[src/rtl/batched_tensor_core.sv]
// batched_tensor_core
//   Small tensor unit operating on DIM x DIM signed matrices. An accepted start
//   copies both operands into internal snapshot registers. The unit then produces
//   LANES result elements per clock in row-major order until the full matrix is
//   written. Results land in a registered output matrix. Elements not yet written
//   keep their previous values.
//
//   Opcodes: 000 matmul, 001 add, 010 ReLU(A), 011 subtract, 100 transpose(A).
//   An opcode of 101..111 skips RUN, goes straight to DONE and raises op_error.
//
// Configuration macro:
//   TENSOR_CORE_SATURATE_EN  defined   -> results are clamped to the signed
//                                         DATA_WIDTH range
//                            undefined -> results keep their low DATA_WIDTH bits
//                                         (two's-complement wrap)
//
// Ports:
//   tensor_core_clock                       sole clock, rising edge
//   reset_in                                synchronous active-high reset
//   tensor_core_register_file_write_enable  abort: drops RUN and blocks start
//   should_start_tensor_core                level-sampled start request
//   operation_select[2:0]                   opcode, latched on acceptance
//   tensor_core_input1/2[DIM][DIM]          operands A and B
//   tensor_core_output[DIM][DIM]            registered result C
//   busy                                    high while in RUN
//   done                                    one-cycle pulse in DONE
//   op_error                                sticky unsupported-opcode flag
module batched_tensor_core #(
    parameter int DIM        = 3,
    parameter int DATA_WIDTH = 8,
    parameter int LANES      = 1
) (
    input  logic                         tensor_core_clock,
    input  logic                         reset_in,
    input  logic                         tensor_core_register_file_write_enable,
    input  logic                         should_start_tensor_core,
    input  logic [2:0]                   operation_select,
    input  logic signed [DATA_WIDTH-1:0] tensor_core_input1 [DIM][DIM],
    input  logic signed [DATA_WIDTH-1:0] tensor_core_input2 [DIM][DIM],
    output logic signed [DATA_WIDTH-1:0] tensor_core_output [DIM][DIM],
    output logic                         busy,
    output logic                         done,
    output logic                         op_error
);

    localparam int N     = DIM * DIM;
    localparam int ACC_W = 2 * DATA_WIDTH + $clog2(DIM);
    localparam int IDX_W = $clog2(N + LANES + 1);
    localparam int RC_W  = $clog2(DIM);

    localparam logic [2:0] OP_MATMUL    = 3'b000;
    localparam logic [2:0] OP_ADD       = 3'b001;
    localparam logic [2:0] OP_RELU      = 3'b010;
    localparam logic [2:0] OP_SUB       = 3'b011;
    localparam logic [2:0] OP_TRANSPOSE = 3'b100;

`ifdef TENSOR_CORE_SATURATE_EN
    localparam logic signed [ACC_W-1:0] SAT_MAX = ACC_W'((1 << (DATA_WIDTH - 1)) - 1);
    localparam logic signed [ACC_W-1:0] SAT_MIN = ~SAT_MAX;
`endif

    typedef enum logic [1:0] {
        S_IDLE,
        S_RUN,
        S_DONE
    } state_e;

    state_e                      state_q, state_d;
    logic [2:0]                  op_q, op_d;
    logic [IDX_W-1:0]            idx_q, idx_d;
    logic [IDX_W-1:0]            idx_nxt;
    logic                        err_q, err_d;
    logic                        accept;
    logic                        run_wr;
    logic                        last;
    logic                        abort;

    logic signed [DATA_WIDTH-1:0] a_q [DIM][DIM];
    logic signed [DATA_WIDTH-1:0] b_q [DIM][DIM];
    logic signed [DATA_WIDTH-1:0] c_q [DIM][DIM];
    logic signed [DATA_WIDTH-1:0] c_d [DIM][DIM];

    assign abort   = tensor_core_register_file_write_enable;
    assign idx_nxt = idx_q + IDX_W'(LANES);
    assign last    = (idx_nxt >= IDX_W'(N));

    // Reduce a wide accumulator to one output element.
    function automatic logic signed [DATA_WIDTH-1:0] fit(input logic signed [ACC_W-1:0] v);
`ifdef TENSOR_CORE_SATURATE_EN
        if (v > SAT_MAX) begin
            return SAT_MAX[DATA_WIDTH-1:0];
        end else if (v < SAT_MIN) begin
            return SAT_MIN[DATA_WIDTH-1:0];
        end
        return v[DATA_WIDTH-1:0];
`else
        return v[DATA_WIDTH-1:0];
`endif
    endfunction

    // Next-state logic. DONE behaves like IDLE for start acceptance. Abort wins
    // over start, and in RUN it drops back to IDLE without writing anything.
    always_comb begin
        state_d = state_q;
        op_d    = op_q;
        idx_d   = idx_q;
        err_d   = err_q;
        accept  = 1'b0;
        run_wr  = 1'b0;
        case (state_q)
            S_IDLE, S_DONE: begin
                state_d = S_IDLE;
                if (should_start_tensor_core && !abort) begin
                    accept = 1'b1;
                    op_d   = operation_select;
                    idx_d  = '0;
                    if (operation_select > OP_TRANSPOSE) begin
                        state_d = S_DONE;
                        err_d   = 1'b1;
                    end else begin
                        state_d = S_RUN;
                        err_d   = 1'b0;
                    end
                end
            end
            S_RUN: begin
                if (abort) begin
                    state_d = S_IDLE;
                end else begin
                    run_wr = 1'b1;
                    idx_d  = idx_nxt;
                    if (last) begin
                        state_d = S_DONE;
                    end
                end
            end
            default: state_d = S_IDLE;
        endcase
    end

    // Lane datapath: each lane computes one element from the snapshot registers.
    // Lanes that fall past the last element leave c_d untouched.
    always_comb begin : lane_datapath
        logic [IDX_W-1:0]        lane_idx;
        logic [RC_W-1:0]         row;
        logic [RC_W-1:0]         col;
        logic signed [ACC_W-1:0] acc;
        c_d      = c_q;
        lane_idx = '0;
        row      = '0;
        col      = '0;
        acc      = '0;
        for (int unsigned l = 0; l < LANES; l++) begin
            lane_idx = idx_q + IDX_W'(l);
            if (lane_idx < IDX_W'(N)) begin
                row = RC_W'(lane_idx / IDX_W'(DIM));
                col = RC_W'(lane_idx % IDX_W'(DIM));
                acc = '0;
                case (op_q)
                    OP_MATMUL: begin
                        for (int unsigned k = 0; k < DIM; k++) begin
                            acc = acc + ACC_W'(a_q[row][k]) * ACC_W'(b_q[k][col]);
                        end
                    end
                    OP_ADD:       acc = ACC_W'(a_q[row][col]) + ACC_W'(b_q[row][col]);
                    OP_RELU:      acc = a_q[row][col][DATA_WIDTH-1] ? '0 : ACC_W'(a_q[row][col]);
                    OP_SUB:       acc = ACC_W'(a_q[row][col]) - ACC_W'(b_q[row][col]);
                    OP_TRANSPOSE: acc = ACC_W'(a_q[col][row]);
                    default:      acc = '0;
                endcase
                c_d[row][col] = fit(acc);
            end
        end
    end

    always_ff @(posedge tensor_core_clock) begin
        if (reset_in) begin
            state_q <= S_IDLE;
            op_q    <= '0;
            idx_q   <= '0;
            err_q   <= 1'b0;
            a_q     <= '{default: '0};
            b_q     <= '{default: '0};
            c_q     <= '{default: '0};
        end else begin
            state_q <= state_d;
            op_q    <= op_d;
            idx_q   <= idx_d;
            err_q   <= err_d;
            if (accept) begin
                a_q <= tensor_core_input1;
                b_q <= tensor_core_input2;
            end
            if (run_wr) begin
                c_q <= c_d;
            end
        end
    end

    assign tensor_core_output = c_q;
    assign busy               = (state_q == S_RUN);
    assign done               = (state_q == S_DONE);
    assign op_error           = err_q;

endmodule

[config.mk]
export PLATFORM = sky130hd
export DESIGN_NAME = batched_tensor_core
export DESIGN_NICKNAME = d
export VERILOG_FILES = /design/src/rtl/batched_tensor_core.sv
export SDC_FILE = /design/constraint.sdc
export NUM_CORES = 1
export LEC_CHECK = 0
export ABC_CLOCK_PERIOD_IN_PS = 9700
export BUFFER_PORTS_ARGS = -buffer_cell sky130_fd_sc_hd__buf_2
export CAP_MARGIN = 20
export CELL_PAD_IN_SITES_DETAIL_PLACEMENT = 0
export CELL_PAD_IN_SITES_GLOBAL_PLACEMENT = 2
export CORE_MARGIN = 1.5
export CORE_UTILIZATION = 30
export CTS_CLUSTER_DIAMETER = 150
export CTS_CLUSTER_SIZE = 16
export DETAILED_ROUTE_END_ITERATION = 7
export HOLD_SLACK_MARGIN = 0.05
export PLACE_DENSITY_LB_ADDON = 0.1
export SLEW_MARGIN = 20
export SYNTH_ARGS = -nofsm -noshare
export SYNTH_HDL_FRONTEND = slang
export SYNTH_SLANG_ARGS = --single-unit
export TNS_END_PERCENT = 10
[constraint.sdc]
create_clock -name tensor_core_clock -period 9.7 [get_ports tensor_core_clock]
set_input_delay 0.97 -clock tensor_core_clock [delete_from_list [all_inputs] [get_ports tensor_core_clock]]
set_output_delay 0.97 -clock tensor_core_clock [all_outputs]
set_load 0.01 [all_outputs]
# Word-level counts from Yosys, hierarchy flattened
# Cells that the tools add are included.
dict set report word_totals {
  out_inout_bits 75
  reg_bits 226
  n_memories 0
  word_cells 118
  ram_bits 0
  latch_bits 0
  inputBits 151
  mem_bits_ro 0
}
dict set report classes {
  n_div 2
  shift 0
  n_reduce_logical 11
  n_mul 3
  n_lt_le_gt_ge 7
  eq_ne 9
  n_addsub 5
  n_bitwise 2
  n_mux 48
}
# cell n
set op_table {}
lappend op_table {{2-to-1 mux 24 bit} 7}
lappend op_table {{binary-select mux 24 bit (select 2 bit)} 3}
lappend op_table {{2-to-1 mux 8 bit} 14}
lappend op_table {{binary-select mux 8 bit (select 2 bit)} 6}
lappend op_table {{bitwise mux 72 bit} 1}
lappend op_table {{demux 24 bit (select 2 bit)} 1}
lappend op_table {{case mux 8 bit (5 select lines)} 1}
lappend op_table {{adder 8 bit} 3}
lappend op_table {{multiplier 8 x 8 -> 8 bit} 3}
lappend op_table {{demux 8 bit (select 2 bit)} 1}
lappend op_table {{2-to-1 mux 2 bit} 4}
lappend op_table {{2-to-1 mux 4 bit} 2}
lappend op_table {{case mux 4 bit (2 select lines)} 1}
lappend op_table {{subtractor 8 bit} 1}
lappend op_table {{2-to-1 mux 7 bit} 1}
lappend op_table {{equality test 3 x 2 -> 1 bit, second input constant} 2}
lappend op_table {{>= comparator 3 bit, second input constant} 2}
lappend op_table {{< comparator 3 x 1 -> 1 bit, second input constant} 2}
lappend op_table {{inverter 2 -> 3 bit} 2}
lappend op_table {{2-to-1 mux 1 bit} 5}
lappend op_table {{adder 4 x 1 -> 4 bit, second input constant} 1}
lappend op_table {{divider 4 x 2 -> 4 bit, second input constant} 1}
lappend op_table {{>= comparator 4 bit, second input constant} 1}
lappend op_table {{< comparator 4 bit, second input constant} 1}
lappend op_table {{other kinds (17)} 21}

# Longest topological paths before layout
dict set report logic_depth {
  ltp_word 12
  ltp_mapped 42
  depth_no_buf 38
}

# Worst setup path before layout
# Ideal clock, no wire load.
dict set report synth_path {
  kind {register -> register}
  start {register idx_q[0]}
  end {register c_q, in the netlist tensor_core_output[23]}
  setup_time_ns 0.135
  synth_period_minus_slack_ns 9.286
  arrival_time_ns 9.150
  t_required_ns 9.565
  slack_ns 0.414
  path_buffers 3
  path_stages_with_launch 37
  cell_sequence {dfxtp_1 inv_1 clkbuf_1 ha_1 nand2_1 o221ai_2 inv_1 ha_1 clkbuf_1 or3b_2 nor2_1 clkbuf_1 a222oi_1 or2_2 fa_1 inv_1 ha_1 inv_1 fa_1 fa_1 inv_1 fa_1 fa_1 inv_1 fa_1 inv_1 fa_1 a21o_1 a21oi_1 xnor2_1 xnor2_1 xnor2_1 xnor2_1 xnor2_1 xnor3_1 a221oi_4 o41ai_1}
}
dict set report synth_via {
  elab_chain_cells 12
  word_cells_on_any_way 53
  classes_between {4 x add/sub; 3 x mul; 2 x div; 5 x order compare; 34 x mux; 2 x bitwise; 3 x reduce/logical}
}
# element line_no
set synth_rtl {}
lappend synth_rtl {{from (decl)} 70} ;# logic [IDX_W-1:0] idx_q, idx_d;
lappend synth_rtl {{from (signal assigned)} 188} ;# idx_q <= idx_d;
lappend synth_rtl {{branches (longest 12 deep; another with multiplier 8 x 8 -> 8 bit)} -}
lappend synth_rtl {{to (signal assigned)} 184} ;# c_q <= '{default: '0};
lappend synth_rtl {{to (signal assigned)} 195} ;# c_q <= c_d;
lappend synth_rtl {{to (decl)} 80} ;# logic signed [DATA_WIDTH-1:0] c_q [DIM][DIM];
# Parallel ways; which one is timed is not known. The select of a mux whose other input is x is not followed.
# A chain may end at the register's enable or synchronous reset.

# Final worst setup path
dict set report layout_path {
  start {register idx_q[3]}
  end {register c_q, in the netlist tensor_core_output[39]}
}
# The elaborated chain is that of the path after synthesis.

==> summary.md <==
| Metric | Value |
|---|---|
| Post-layout utilization of the core | 36.88% |
| CTS Root Buffer Type | clkbuf_16 |
| Top library cells by usage in the layout, fill and taps aside | 396 x nand2_1, 226 x buf_2, 225 x dfxtp_1 |
| Worst clock skew | 16.03 ps |
| Total of hold buffers inserted after clock tree synthesis | 0 |
| Maximum count of clock buffers along a single path | 3 |
| Syn Area/Cell | 7.792 um^2 |
| Leakage component of the power | 6.899 nW |
| Post-route standard cell area excluding fillers | 16810 um^2 |
| Share of the clock period used by the worst path after layout | 96.15% |
| Die H | 218.6 um |
| Type of the tightest min-delay check | flop to flop |
| Sequential standard cell area | 4528 um^2 |
| Most common cell type on the critical path | inv_1 |
| Final global-route overflow total | 0 |
| Count of cell types in the netlist | 65 |
| Area of combinational cells with multiple inputs | 8707 um^2 |
| Warnings from Yosys | 0 |
| Final setup violation count | 0 |
| Number of H-tree branching levels | 1 |
| Most common library cell in the layout ignoring fill and taps | nand2_1 |
| Die boundary width | 218.6 um |
| Post-detailed-route DRC marker count | 0 |
| Row count | 78 |
| Fmax | 107.2 MHz |
| Total Nets Final | 2299 |
| Number of flops mapped to enable cells by yosys | 0 |
| Hold violation total from the final report | 0 |
| Maximum net fanout on the critical path | 9 |
| Data required time at the worst endpoint | 10060 ps |
| Wirelength per Cell | 22.37 um |
| Leading area contributor after synthesis | dfxtp_1 |
| Max-capacitance violation count | 0 |
| DP Area | 16140 um^2 |
| Fraction of synthesized cell area taken by the top area cell type | 32.46% |
| TritonCTS Buffers | 18 |
| Worst-Margin Slew | 1126 ps |
| Count of pins over their slew limit | 0 |
| Drt first pass iters | 8 |
| Net count of the mapped netlist | 2061 |
| Ys flop type | dfxtp_1 |
| Number of top-level design ports | 226 |
| Antenna-violating nets left | 0 |
| Initial antenna violation count | 1 |
| Result of the run | completed |
| First-pass GRT wire length | 85.93 mm |
| Crit path DAT | 9690 ps |
| DRT iter0 DRCs | 1063 |
| Synthesized instance count | 1789 |
| Remaining max-slew budget at the tightest pin | 24.27% |
| Register area share after synthesis | 32.46% |
| Non-filler instance count after layout | 2627 |
| Via total after detailed routing | 13630 |
| Min Clock Period, post-route | 9327 ps |
| Total inserted antenna cells | 0 |
| Maximum number of pins on one net before global-route repair | 144 |
| Area enclosed by the die boundary | 47770 um^2 |
| Crit end category | flop |
| Count of input and output buffers | 225 |
| Slowest Stage Delay on Critical Path | 540 ps |
| All-layer global routing usage | 24.21% |
| Layout cells sized above 1 | 20.42% |
| Area of the mapped netlist | 13940 um^2 |
| #FFs+latches synth | 226 |
| Core area | 45580 um^2 |
| Via count of the first global-routing pass | 13340 |
| Initial Util | 30.59% |
| CP max-delay cell | fa_1 |
| Kind of critical path | flop to flop |
| TritonCTS clock tree | built |
| Filler cell count in the final layout | 4987 |
| Clock Latency Late Sink | 520 ps |
| Ranking of synthesized cells by area | dfxtp_1 32%, nand2_1 11%, a21oi_1 8.0% |
| Number of sinks on the clock net | 226 |
| Placed insts | 2593 |
| Global placer's final weighted congestion | 0.9438 |
| Clock-pin slew of the registers on the worst-case setup and hold paths | 80 ps |
| Share of flip-flops with an asynchronous set or reset after synthesis | 0% |
| Via/cell ratio | 5.187 |
| Overall power after layout | 2.058 mW |
| Pwr Density | 122.5 nW/um^2 |
| Worst ir drop on vdd | 91.87 uV |
| Half-perimeter wire length after detailed placement | 45.93 mm |
| Final routed wirelength across all metal layers | 58.77 mm |
| Area growth from synthesis to final layout | 20.57% |
| Startpoint class of the critical path | flop |
through the flow:
stage,setup TNS (ps),hold slack (ps),setup slack (ps)
floorplan,0,431.5,414.4
global placement,-318.0,452.0,-37.12
detailed placement,0,458.4,181.2
CTS,0,469.6,142.1
global route,-309.4,499.8,-48.90
finish,0,465.5,373.2
kinds of logic after synthesis:
| group | share of synthesized area, % |
|---|---|
| xor gates and xnor gates | 4.515 |
| muxes | 1.481 |
| AOI/OAI and AO/OA | 21.25 |
| and+or+nand+nor | 20.74 |
| DFF | 32.46 |
| adders and majority gates | 13.66 |
| buffers and inverters | 5.897 |
synth_stat cells (all sizes together), types with 13 or more instances:
| cell type | count |
|---|---|
| or2 | 22 |
| a211oi | 78 |
| a222oi | 36 |
| ha | 69 |
| buf | 15 |
| fa | 52 |
| xor2 | 13 |
| nand2 | 396 |
| mux2i | 15 |
| xnor2 | 46 |
| nand2b | 20 |
| dfxtp | 226 |
| nor2 | 175 |
| inv | 98 |
| a21oi | 224 |
| nand3 | 17 |
| o21ai | 32 |
| o22ai | 20 |
| clkbuf | 99 |
power breakdown:
part,total [mW],internal (mW),switching [mW]
Sequential,0.999,0.958,0.0412
Clock,0.699,0.351,0.349
Combinational,0.360,0.144,0.216
worst paths after layout:
check,from,endpoint,slack (ps),cells after the start
setup / recovery,idx_q[3],tensor_core_output[39],370,42
hold / removal,state_q[1],state_q[1],470,1
setup reg to reg,idx_q[3],tensor_core_output[39],370,42
hold reg to reg,state_q[1],state_q[1],470,1
cell type report:
| cell class | instances | area share (%) |
|---|---|---|
| Timing Repair Buffer | 332 | 11.67 |
| Clock inverter | 1 | 0.09678 |
| Clock buffer | 19 | 2.829 |
| Sequential cell | 226 | 26.94 |
| Inverter | 98 | 2.189 |
| Tap cell | 600 | 4.467 |
| Multi-Input combinational cell | 1351 | 51.81 |
critical path, delay by kind of cell, from the launching register on:
kind	cells	cell delay, ps
adder cells (fa/ha/maj)	12	4140
XOR/XNOR	6	1160
AO/OA/AOI/OAI	8	1710
buffers and inverters	13	1460
AND/OR/NAND/NOR	3	270
flip-flops	1	380
state kept, by name (all words and copies together) (netlist names):
name,count
state_q,2
a_q,72
tensor_core_output,72
op_q,3
b_q,72
idx_q,4
op_error,1
routing by layer:
layer  track usage [%]  part of all wire (%)  up-vias
met1             31.30                    43     6559
met5                 0                     0        -
met4             6.506                   2.8        0
met2             42.11                    49      402
met3             3.062                   5.0       72
li1                  -                     -     6593
repair_timing:
item                       4_1_cts  5_1_grt
setup buffers                    0       13
setup endpoints to repair        0        9
hold endpoints to repair         0        0
resized for setup                0       19
No activity file was read; power rests on OpenSTA's default activity.
